`config.mk`:
```
export PLATFORM = sky130hd
export DESIGN_NAME = joy_serial_scan_ctrl
export DESIGN_NICKNAME = d
export VERILOG_FILES = /design/src/rtl/joy_serial_scan_ctrl.sv
export SDC_FILE = /design/constraint.sdc
export NUM_CORES = 1
export LEC_CHECK = 0
export BUFFER_PORTS_ARGS = -buffer_cell sky130_fd_sc_hd__buf_2
export CAP_MARGIN = 20
export CORE_ASPECT_RATIO = 1.1
export CORE_UTILIZATION = 57
export CTS_CLUSTER_SIZE = 40
export DETAILED_ROUTE_END_ITERATION = 8
export PLACE_DENSITY = 0.77
export RECOVER_POWER = 100
export REMOVE_ABC_BUFFERS = 1
export SKIP_LAST_GASP = 1
export SLEW_MARGIN = 20
export SYNTH_ARGS = -nofsm -noshare
export SYNTH_HDL_FRONTEND = slang
export SYNTH_SLANG_ARGS = --single-unit
```
`constraint.sdc`:
```
create_clock -name clk_i -period 2.1 [get_ports clk_i]
set_input_delay 0.21 -clock clk_i [delete_from_list [all_inputs] [get_ports clk_i]]
set_output_delay 0.21 -clock clk_i [all_outputs]
set_load 0.005 [all_outputs]
```
`src/rtl/joy_serial_scan_ctrl.sv`:
```
// Load/shift sequencer for the parallel-in/serial-out chain carrying both joystick ports.
// Define JOY_SCAN_DEBOUNCE_EN to publish a frame only when two consecutive scans agree.
module joy_serial_scan_ctrl #(
    parameter int CLK_DIV     = 4,
    parameter int NUM_BITS    = 16,
    parameter int LOAD_TICKS  = 2,
    parameter int SCAN_PERIOD = 64
) (
    input  logic                clk_i,
    input  logic                rst_i,
    input  logic                auto_en_i,
    input  logic                scan_req_i,
    input  logic                joy_data_i,
    output logic                joy_clk_o,
    output logic                joy_load_o,
    output logic [NUM_BITS-1:0] frame_o,
    output logic                frame_valid_o,
    output logic                busy_o
);

    localparam int PRE_W  = $clog2(CLK_DIV);
    localparam int PER_W  = $clog2(SCAN_PERIOD);
    localparam int LOAD_W = $clog2(LOAD_TICKS + 1);
    localparam int BIT_W  = $clog2(NUM_BITS + 1);

    localparam logic [PRE_W-1:0]  PRE_LAST  = PRE_W'(CLK_DIV - 1);
    localparam logic [PER_W-1:0]  PER_LAST  = PER_W'(SCAN_PERIOD - 1);
    localparam logic [LOAD_W-1:0] LOAD_LAST = LOAD_W'(LOAD_TICKS - 1);
    localparam logic [BIT_W-1:0]  BIT_LAST  = BIT_W'(NUM_BITS - 1);

    typedef enum logic [1:0] {
        ST_IDLE,
        ST_LOAD,
        ST_SHIFT,
        ST_DONE
    } state_t;

    state_t              state;
    logic [PRE_W-1:0]    prescaler;
    logic [PER_W-1:0]    period_cnt;
    logic [LOAD_W-1:0]   load_cnt;
    logic [BIT_W-1:0]    bit_cnt;
    logic                phase_b;
    logic                pending;
    logic [NUM_BITS-1:0] shreg;
    logic                tick;
    logic                auto_expire;
    logic                start_scan;

`ifdef JOY_SCAN_DEBOUNCE_EN
    logic [NUM_BITS-1:0] held;
`endif

    assign tick        = (prescaler == PRE_LAST);
    assign auto_expire = auto_en_i && (period_cnt == PER_LAST);
    // A request in the very cycle of the start tick is consumed by that scan too.
    assign start_scan  = tick && (state == ST_IDLE) && (pending || scan_req_i || auto_expire);

    always_ff @(posedge clk_i) begin
        if (rst_i) begin
            state         <= ST_IDLE;
            prescaler     <= '0;
            period_cnt    <= '0;
            load_cnt      <= '0;
            bit_cnt       <= '0;
            phase_b       <= 1'b0;
            pending       <= 1'b0;
            shreg         <= '1;
            joy_clk_o     <= 1'b0;
            joy_load_o    <= 1'b1;
            frame_o       <= '1;
            frame_valid_o <= 1'b0;
            busy_o        <= 1'b0;
`ifdef JOY_SCAN_DEBOUNCE_EN
            held          <= '1;
`endif
        end else begin
            prescaler     <= tick ? '0 : prescaler + PRE_W'(1);
            pending       <= start_scan ? 1'b0 : (pending | scan_req_i);
            frame_valid_o <= 1'b0;

            // Period counter parks at expiry so a pending auto scan is never lost.
            if (start_scan) begin
                period_cnt <= '0;
            end else if (tick && auto_en_i && (period_cnt != PER_LAST)) begin
                period_cnt <= period_cnt + PER_W'(1);
            end

            case (state)
                ST_IDLE: begin
                    if (start_scan) begin
                        state      <= ST_LOAD;
                        joy_load_o <= 1'b0;
                        load_cnt   <= '0;
                        busy_o     <= 1'b1;
                    end
                end
                ST_LOAD: begin
                    if (tick) begin
                        if (load_cnt == LOAD_LAST) begin
                            joy_load_o <= 1'b1;
                            bit_cnt    <= '0;
                            phase_b    <= 1'b0;
                            state      <= ST_SHIFT;
                        end else begin
                            load_cnt <= load_cnt + LOAD_W'(1);
                        end
                    end
                end
                ST_SHIFT: begin
                    // Sampling on phase A happens while joy_clk_o is still low.
                    if (tick) begin
                        if (!phase_b) begin
                            shreg     <= (shreg << 1) | NUM_BITS'(joy_data_i);
                            joy_clk_o <= 1'b1;
                            phase_b   <= 1'b1;
                        end else begin
                            joy_clk_o <= 1'b0;
                            phase_b   <= 1'b0;
                            bit_cnt   <= bit_cnt + BIT_W'(1);
                            if (bit_cnt == BIT_LAST) begin
                                state <= ST_DONE;
`ifdef JOY_SCAN_DEBOUNCE_EN
                                held <= shreg;
                                if (shreg == held) begin
                                    frame_o       <= shreg;
                                    frame_valid_o <= 1'b1;
                                end
`else
                                frame_o       <= shreg;
                                frame_valid_o <= 1'b1;
`endif
                            end
                        end
                    end
                end
                ST_DONE: begin
                    state  <= ST_IDLE;
                    busy_o <= 1'b0;
                end
                default: begin
                    state <= ST_IDLE;
                end
            endcase
        end
    end

endmodule

```
* After elaboration in Yosys (flattened, before gate mapping)
Index checks and enable logic that the tools add are counted.
** Storage, ports and cells
- Register bits :: 55
** Cells by class
- Add/sub/neg operators :: 4
- Bitwise logic cells :: 5
- Reduce and logical (&&, ||, !) cells :: 23
- Equal/unequal tests :: 15
- Mux-type cells :: 28
** Operator list (number)
- 2-to-1 mux 5 bit :: 4
- 2-to-1 mux 2 bit :: 9
- OR 16 x 1 -> 16 bit :: 1
- AND reduction 4 bit :: 4
- inequality test 2 bit, second input constant :: 7
- one-hot mux 5 bit (2 select lines) :: 1
- 2-to-1 mux 1 bit :: 9
- one-hot mux 2 bit (4 select lines) :: 1
- adder 6 x 1 -> 6 bit, second input constant :: 1
- == test 2 bit, second input constant :: 3
- == test 6 bit, second input constant :: 1
- inequality test 6 bit, second input constant :: 1
- one-hot mux 1 bit (2 select lines) :: 3
- AND reduction 6 bit :: 1
- nonzero test 2 bit :: 3
- adder 5 x 1 -> 5 bit, second input constant :: 1
- == test 5 x 4 -> 1 bit, second input constant :: 1
- logical AND 1 bit :: 5
- AND reduction 5 bit :: 1
- adder 2 x 1 -> 2 bit, second input constant :: 2
- == test 2 x 1 -> 1 bit, second input constant :: 2
- one-hot mux 2 bit (2 select lines) :: 1
- AND reduction 2 bit :: 2
- OR reduction 2 bit :: 2
- 6 further kinds :: 9

* Longest topological paths before layout
Gate-level depths: netlist (run 1).
- Word-level depth :: 6
- Depth in mapped cells :: 9

* Least setup slack after synthesis (run 1)
No wires, ideal clock.
- Path type :: reg-to-reg
- Start :: reg bit_cnt[0]
- End :: reg state[0]
- Stages on the path, launching flop included :: 8
- Data required time :: 2.013 ns
- Buffers on the path :: 0
- Arrival time :: 1.712 ns
- Setup time :: 0.087 ns
- Setup slack :: 0.301 ns
- Path through :: dfxtp_1 > ha_1 > and3_1 > ha_1 > nand3_1 > a221o_1 > or4_1 > o31ai_1
** Between the ends
- Longest elaborated chain between the ends :: 3
** Ends and longest elaborated chain
- start: declaration :: line 42 : logic [BIT_W-1:0] bit_cnt;
- start signal: assignment :: line 120 : bit_cnt <= bit_cnt + BIT_W'(1);
- == test 5 x 4 -> 1 bit :: line 121 : if (bit_cnt == BIT_LAST) begin
- inequality test 2 bit (no source line)
- AND reduction 6 bit (no source line)
- end signal: assignment :: line 122 : state <= ST_DONE;
- end signal: assignment :: line 138 : state <= ST_IDLE;
- end signal: assignment :: line 142 : state <= ST_IDLE;
- end: declaration :: line 38 : state_t state;
No other way between the ends.
A chain may end at the register's enable or synchronous reset.

* Worst setup path after layout (run 1)
- Start :: reg bit_cnt[0]
- End :: reg state[1]
Same word-level chain as after synthesis.

==> out/qor.json, run 1 <==
{
  "post-route-drc-count": 0,
  "drt_pass1_iterations": 4,
  "cp_slowest_cell": "or4b_1",
  "fp.coreArea_um2": 3960,
  "critPathCaptureType": "flop",
  "fp.dieArea_um2": 4410,
  "clk_root_buffer_cell": "clkbuf_8",
  "reg2reg_to": "state[1]",
  "fillCellCount": 379,
  "avgSynthCellArea_um2": 8.95,
  "drive_above_1_share_pct": 12.0,
  "dp_slack_ps": -26.8,
  "port-buffer-count": 24,
  "gp_congestion": 0.743,
  "post-cts-setup-buffers": 0,
  "final_antenna_diode_count": 0,
  "commonest_non_fill_non_tap_cells_in_the_layout": "dfxtp_1 (53), nand2_1 (43), nor2_1 (19), buf_2 (18), nor2b_1 (17)",
  "worst_path_largest_cell_delay_ps": 470,
  "final_design_area_no_fill_um2": 2600,
  "vias_per_cell": 5.40,
  "track_usage_pct": 20.5,
  "cp_cell_sequence": "ha_1, and3_1, ha_2, nand3_1, a221o_1, or4b_1, o31ai_1",
  "routed-via-count": 1814,
  "via_count_of_the_first_global_routing_pass": 1691,
  "synthTopCellsByArea": "dfxtp_1 (47%), nand2_1 (6.8%), a211o_1 (5.9%)",
  "drtIter0Drc": 124,
  "final_nets": 298,
  "slew_violations": 0,
  "path_class": "flop to flop",
  "final-setup-viol-count": 0,
  "mostFrequentLayoutCell": "dfxtp_1",
  "final_cell_count_no_fill": 336,
  "clock_tree.htree_level_count": 2,
  "worstPathArrival_ps": 2170,
  "syn_area_um2": 2360,
  "cts_inserted_buffers": 5,
  "wire_per_inst_um": 12.2,
  "power.combinational.fraction_pct": 8.0,
  "detailed_place.area_um2": 2520,
  "syn_to_final_growth_pct": 9.90,
  "hold_path_startpoint": "joy_data_i",
  "tritoncts": "done",
  "critical_path.reg2reg.startpoint": "bit_cnt[0]",
  "floorplan.initialDensity_pct": 59.6,
  "vdd_drop_max_mv": 0.547,
  "timing.reg2reg.worst_path_depth": 7,
  "worst_pin_slew_ps": 813,
  "post-synth-top-area-cell": "dfxtp_1",
  "postSynth.topFlopCell": "dfxtp_1",
  "multi_input_area_um2": 1170,
  "yosys_warnings": 0,
  "postSynth.asyncResetShare_pct": 0,
  "run_status": "finished clean",
  "grt_first_pass_wirelength_mm": 7.25,
  "timing.hold.worst_path_depth": 2,
  "die_height_um": 69.5,
  "switching_power_w": 0.000434,
  "dp.final_hpwl_mm": 2.63,
  "critical_path_peak_fanout": 4,
  "synth.yosys.seq_area_share_pct": 46.6,
  "design.portCount": 25,
  "synth_cell_type_count": 40,
  "skew_ps": 4.58,
  "drt-total-wl_mm": 4.11,
  "dp.cells": 328,
  "worst-endpoint-required_ps": 2320,
  "grt_max_degree": 54,
  "power.share.clock_pct": 32.2,
  "leakagePower_nw": 1.00,
  "timing.critical_path.buf_inv": 0,
  "ys_ff_latch": 55,
  "seq_power_share_pct": 59.8,
  "max-slew-margin-rel_pct": 45.8,
  "grt_overflow_total": 0,
  "totalPowerFinal_w": 0.00179,
  "antenna_violating_nets_post_route": 0,
  "site_rows": 24,
  "final_hold_viol_count": 0,
  "postSynthCellCount": 264,
  "fin_crit_share_pct": 92.8,
  "power.internal_w": 0.00135,
  "clk_transition_reported_paths_ps": 90,
  "final-seq-area_um2": 1100,
  "timing.critical_path.from_type": "flop",
  "die_x_um": 63.4,
  "rsz0062_at_grt": "false",
  "hold_path.class": "primary input to flop",
  "path_delay_family": "simple AND/OR/NAND/NOR gates",
  "synth_enable_flop_cells": 0,
  "cts-root-to-sink-buffers": 2,
  "netSwitchingFraction_pct": 24.3,
  "power_per_cell_area_nw_per_um2": 688,
  "cts.sink_count": 55,
  "min_delay_worst_endpoint": "shreg[0]",
  "cap_viol_max_count": 0,
  "post-synth-top-area-fraction_pct": 46.6,
  "clk_latency_ps": 310,
  "final_period_minus_worst_setup_slack_ps": 1950,
  "maximum_clock_frequency_mhz": 513,
  "grt_antenna_before_repair": 0,
  "regToRegSetupSlack_ps": 150,
  "final_critical_path_setup_slack_ps": 151
}
## logic make-up after synthesis
logic type | after synthesis | synth area share [%]
simple gates | 128 | 28.2
fa+ha+maj | 10 | 5.30
xor+xnor | 3 | 1.11
compound gates | 42 | 13.3
mux | 3 | 1.32
buf+inv | 23 | 4.08
flops | 55 | 46.6
## stage by stage
step	TNS, ps	utilization (%)	hold slack [ps]
detailed placement	-137	63.6	417
CTS	0	65.8	89.2
floorplan	0	-	279
finish	0	65.5	102
global placement	0	63.6	410
global route	0	65.5	78.2
## final cells by class
type / count / area share, %
Clock buffer: 6 / 2.80
Inverter: 7 / 1.01
Clock inverter: 2 / 0.482
Sequential cell: 55 / 42.5
Tap cell: 52 / 2.51
Timing Repair Buffer: 28 / 5.73
Multi-Input combinational cell: 186 / 45.0
## worst max path at each step
| stage | cells past startpoint | slack, ps | from | end |
|---|---|---|---|---|
| after floorplan | 5 | 70 | prescaler[0] | shreg[0] |
| after global placement | 7 | 60 | bit_cnt[0] | frame_o[3] |
| after detailed placement | 7 | -30 | bit_cnt[0] | frame_o[7] |
| after CTS | 7 | 100 | bit_cnt[0] | state[1] |
| after global routing | 7 | 20 | bit_cnt[0] | state[1] |
| final | 7 | 150 | bit_cnt[0] | state[1] |
## synth_stat cells, types with 4 or more instances
cell type	number
nand3_1	7
buf_2	4
nand4_1	5
a211o_1	16
ha_1	10
a21oi_1	6
dfxtp_1	55
o21ai_0	4
or3_1	5
nor2_1	19
o31ai_1	4
nand2_1	43
nor2b_1	17
nand3b_1	16
clkbuf_1	9
inv_1	7
## metal layers
metal	global-route usage, %	up-vias	wire (um)
li1	-	946	-
met1	25.9	839	2040
met2	32.3	24	1890
met3	6.25	5	125
met4	8.59	0	53
met5	0	-	0
## sequential cells by signal (all words and copies together), names as in the netlist
register / count
frame_o: 16
shreg: 16
period_cnt: 6
bit_cnt: 5
load_cnt: 2
prescaler: 2
state: 2
busy_o: 1
frame_valid_o: 1
joy_clk_o: 1
joy_load_o: 1
pending: 1
phase_b: 1
## worst register-to-register path, cell delays in order, from the launching register on
cell	delay, ps
dfxtp_2	360
ha_1	170
and3_1	170
ha_2	200
nand3_1	90
a221o_1	320
or4b_1	470
o31ai_1	80
## power groups by stage
stage / Combinational (W) / Clock, W / Sequential (W)
2_1_floorplan: 0.000102 / 0 / 0.00109
3_3_place_gp: 0.000143 / 0 / 0.00109
3_5_place_dp: 0.000145 / 0 / 0.00109
4_1_cts: 0.000145 / 0.000591 / 0.00107
5_1_grt: 0.000166 / 0.000632 / 0.00107
6_report: 0.000143 / 0.000575 / 0.00107
## what timing repair did
action | CTS | global route
pin swaps | 0 | 0
hold endpoints to repair | 0 | 0
resized for setup | 1 | 3
cloned | 0 | 0
endpoints found under the setup margin | 16 | 2
hold buffers | 0 | 0
Power figures use the tool's default switching activity.
==> run 2: changes to the inputs <==
Settings changed: CORE_UTILIZATION 57 to 40, PLACE_DENSITY 0.77 to 0.57.
==> run 2 against run 1 <==
Effect of this change: clock skew is 1.9 ps higher; sequential power barely moved; routed wire length rose by 1.9%; highest routed layer unchanged; largest cell class unchanged; clock power grew 0.7%; maximum frequency grew 0.11%; via count shrank 2.1%; power up 0.29%; non-clock buffer count increased by 1.
==> out/qor.json, run 2 (same netlist as run 1, synthesis figures left out) <==
{
  "reg2reg_to": "state[1]",
  "die_x_um": 75.3,
  "drtIter0Drc": 55,
  "hold_path_startpoint": "joy_data_i",
  "grt.busiest_layer": "met2",
  "final_nets": 299,
  "cap_viol_max_count": 0,
  "wire_per_inst_um": 11.6,
  "timing.critical_path.buf_inv": 0,
  "critical_path_peak_fanout": 4,
  "leakagePower_nw": 1.00,
  "path_delay_family": "simple AND/OR/NAND/NOR gates",
  "dp.final_hpwl_mm": 2.75,
  "dp_slack_ps": -43.6,
  "drt_pass1_iterations": 4,
  "post-cts-setup-buffers": 0,
  "min_delay_worst_endpoint": "shreg[0]",
  "clock_tree.htree_level_count": 2,
  "worst_path_largest_cell_delay_ps": 480,
  "vdd_drop_max_mv": 0.366,
  "syn_to_final_growth_pct": 11.2,
  "timing.hold.worst_path_depth": 2,
  "worstPathArrival_ps": 2160,
  "use_met1_pct": 19.7,
  "fillCellCount": 603,
  "grtUsageMet3_pct": 3.64,
  "commonest_non_fill_non_tap_cells_in_the_layout": "dfxtp_1 (55), nand2_1 (43), nor2_1 (19), nor2b_1 (17)",
  "post-route-drc-count": 0,
  "slew_violations": 0,
  "final_critical_path_setup_slack_ps": 153,
  "mostFrequentLayoutCell": "dfxtp_1",
  "cts-root-to-sink-buffers": 2,
  "grt_max_degree": 54,
  "clk_latency_ps": 310,
  "max-slew-margin-rel_pct": 44.1,
  "design.portCount": 25,
  "drt-total-wl_mm": 4.19,
  "cp_slowest_cell": "or4b_1",
  "fin_crit_share_pct": 92.7,
  "regToRegSetupSlack_ps": 150,
  "worst_pin_slew_ps": 839,
  "clk_transition_reported_paths_ps": 100,
  "worst-endpoint-required_ps": 2320,
  "hold_path.class": "primary input to flop",
  "final_period_minus_worst_setup_slack_ps": 1950,
  "timing.critical_path.from_type": "flop",
  "power_per_cell_area_nw_per_um2": 682,
  "critical_path.reg2reg.startpoint": "bit_cnt[0]",
  "vias_per_cell": 4.91,
  "detailed_place.area_um2": 2560,
  "critPathCaptureType": "flop",
  "routed-via-count": 1776,
  "maximum_clock_frequency_mhz": 514,
  "antenna_violating_nets_post_route": 0,
  "rsz0062_at_grt": "false",
  "path_class": "flop to flop",
  "tritoncts": "done",
  "final_design_area_no_fill_um2": 2630,
  "clk_root_buffer_cell": "clkbuf_8",
  "gp_congestion": 0.734,
  "largest_registers": "frame_o (16), shreg (16), period_cnt (6)",
  "drive_above_1_share_pct": 9.47,
  "fp.coreArea_um2": 5730,
  "run_status": "finished clean",
  "grt_overflow_total": 0,
  "final_antenna_diode_count": 0,
  "site_rows": 29,
  "critPathMostFrequentCell": "ha_1",
  "grt_antenna_before_repair": 0,
  "via_count_of_the_first_global_routing_pass": 1618,
  "skew_ps": 6.53,
  "track_usage_pct": 15.3,
  "die_height_um": 82.6,
  "final-setup-viol-count": 0,
  "final_hold_viol_count": 0,
  "fp.dieArea_um2": 6220,
  "grt_first_pass_wirelength_mm": 7.25,
  "timing.hold.ws_ps": 99.1,
  "globalRouteMet2Util_pct": 24.9,
  "floorplan.initialDensity_pct": 41.2,
  "cts_inserted_buffers": 5,
  "port-buffer-count": 24,
  "cp_cell_sequence": "ha_1, and3_1, ha_1, nand3_1, a221o_1, or4b_1, o31ai_1",
  "timing.reg2reg.worst_path_depth": 7,
  "fin_setup_tns_ps": 0,
  "cts.sink_count": 55
}
[run 2: metrics by stage]
stage,cells,utilization (%),total power (W)
2_1_floorplan,248,-,0.00119
4_1_cts,362,46.2,0.00183
3_5_place_dp,354,44.6,0.00124
3_3_place_gp,354,44.6,0.00124
5_1_grt,362,45.8,0.00189
6_report,362,45.8,0.00179
[run 2: worst max-delay path by stage]
stage            startpoint  cells past startpoint     endpoint
2_1_floorplan  prescaler[0]                      5     shreg[0]
3_3_place_gp     bit_cnt[0]                      7  frame_o[12]
3_5_place_dp     bit_cnt[0]                      7   frame_o[7]
4_1_cts          bit_cnt[0]                      7     state[1]
5_1_grt          bit_cnt[0]                      7     state[1]
6_report         bit_cnt[0]                      7     state[1]
[run 2: per-layer routing]
layer | wire length [um] | part of all wire [%]
met2 | 1800 | 43
met4 | 73 | 1.7
met1 | 2200 | 52
met5 | 0 | 0
met3 | 115 | 2.7
[run 2: where the power goes]
part / total [W] / leakage (nW) / switching, W / internal (W)
sequential: 0.00107 / 0.445 / 0.00000925 / 0.00106
combinational: 0.000144 / 0.511 / 0.0000845 / 0.0000598
clock: 0.000579 / 0.0483 / 0.000344 / 0.000236
[run 2: repair_timing]
action	4_1_cts	5_1_grt
endpoints found under the setup margin	16	0
gates resized for setup	1	0
hold endpoints to repair	0	0
hold buffers	0	0
[run 2: layout make-up]
| cell class | instances | area (um2) | area share, % |
|---|---|---|---|
| Clock inverter | 3 | 18.8 | 0.715 |
| Timing Repair Buffer | 29 | 150 | 5.72 |
| Tap cell | 77 | 96.3 | 3.67 |
| Inverter | 7 | 26.3 | 1.00 |
| Sequential cell | 55 | 1100 | 41.9 |
| Multi-Input combinational cell | 186 | 1160 | 44.4 |
| Clock buffer | 5 | 68.8 | 2.62 |
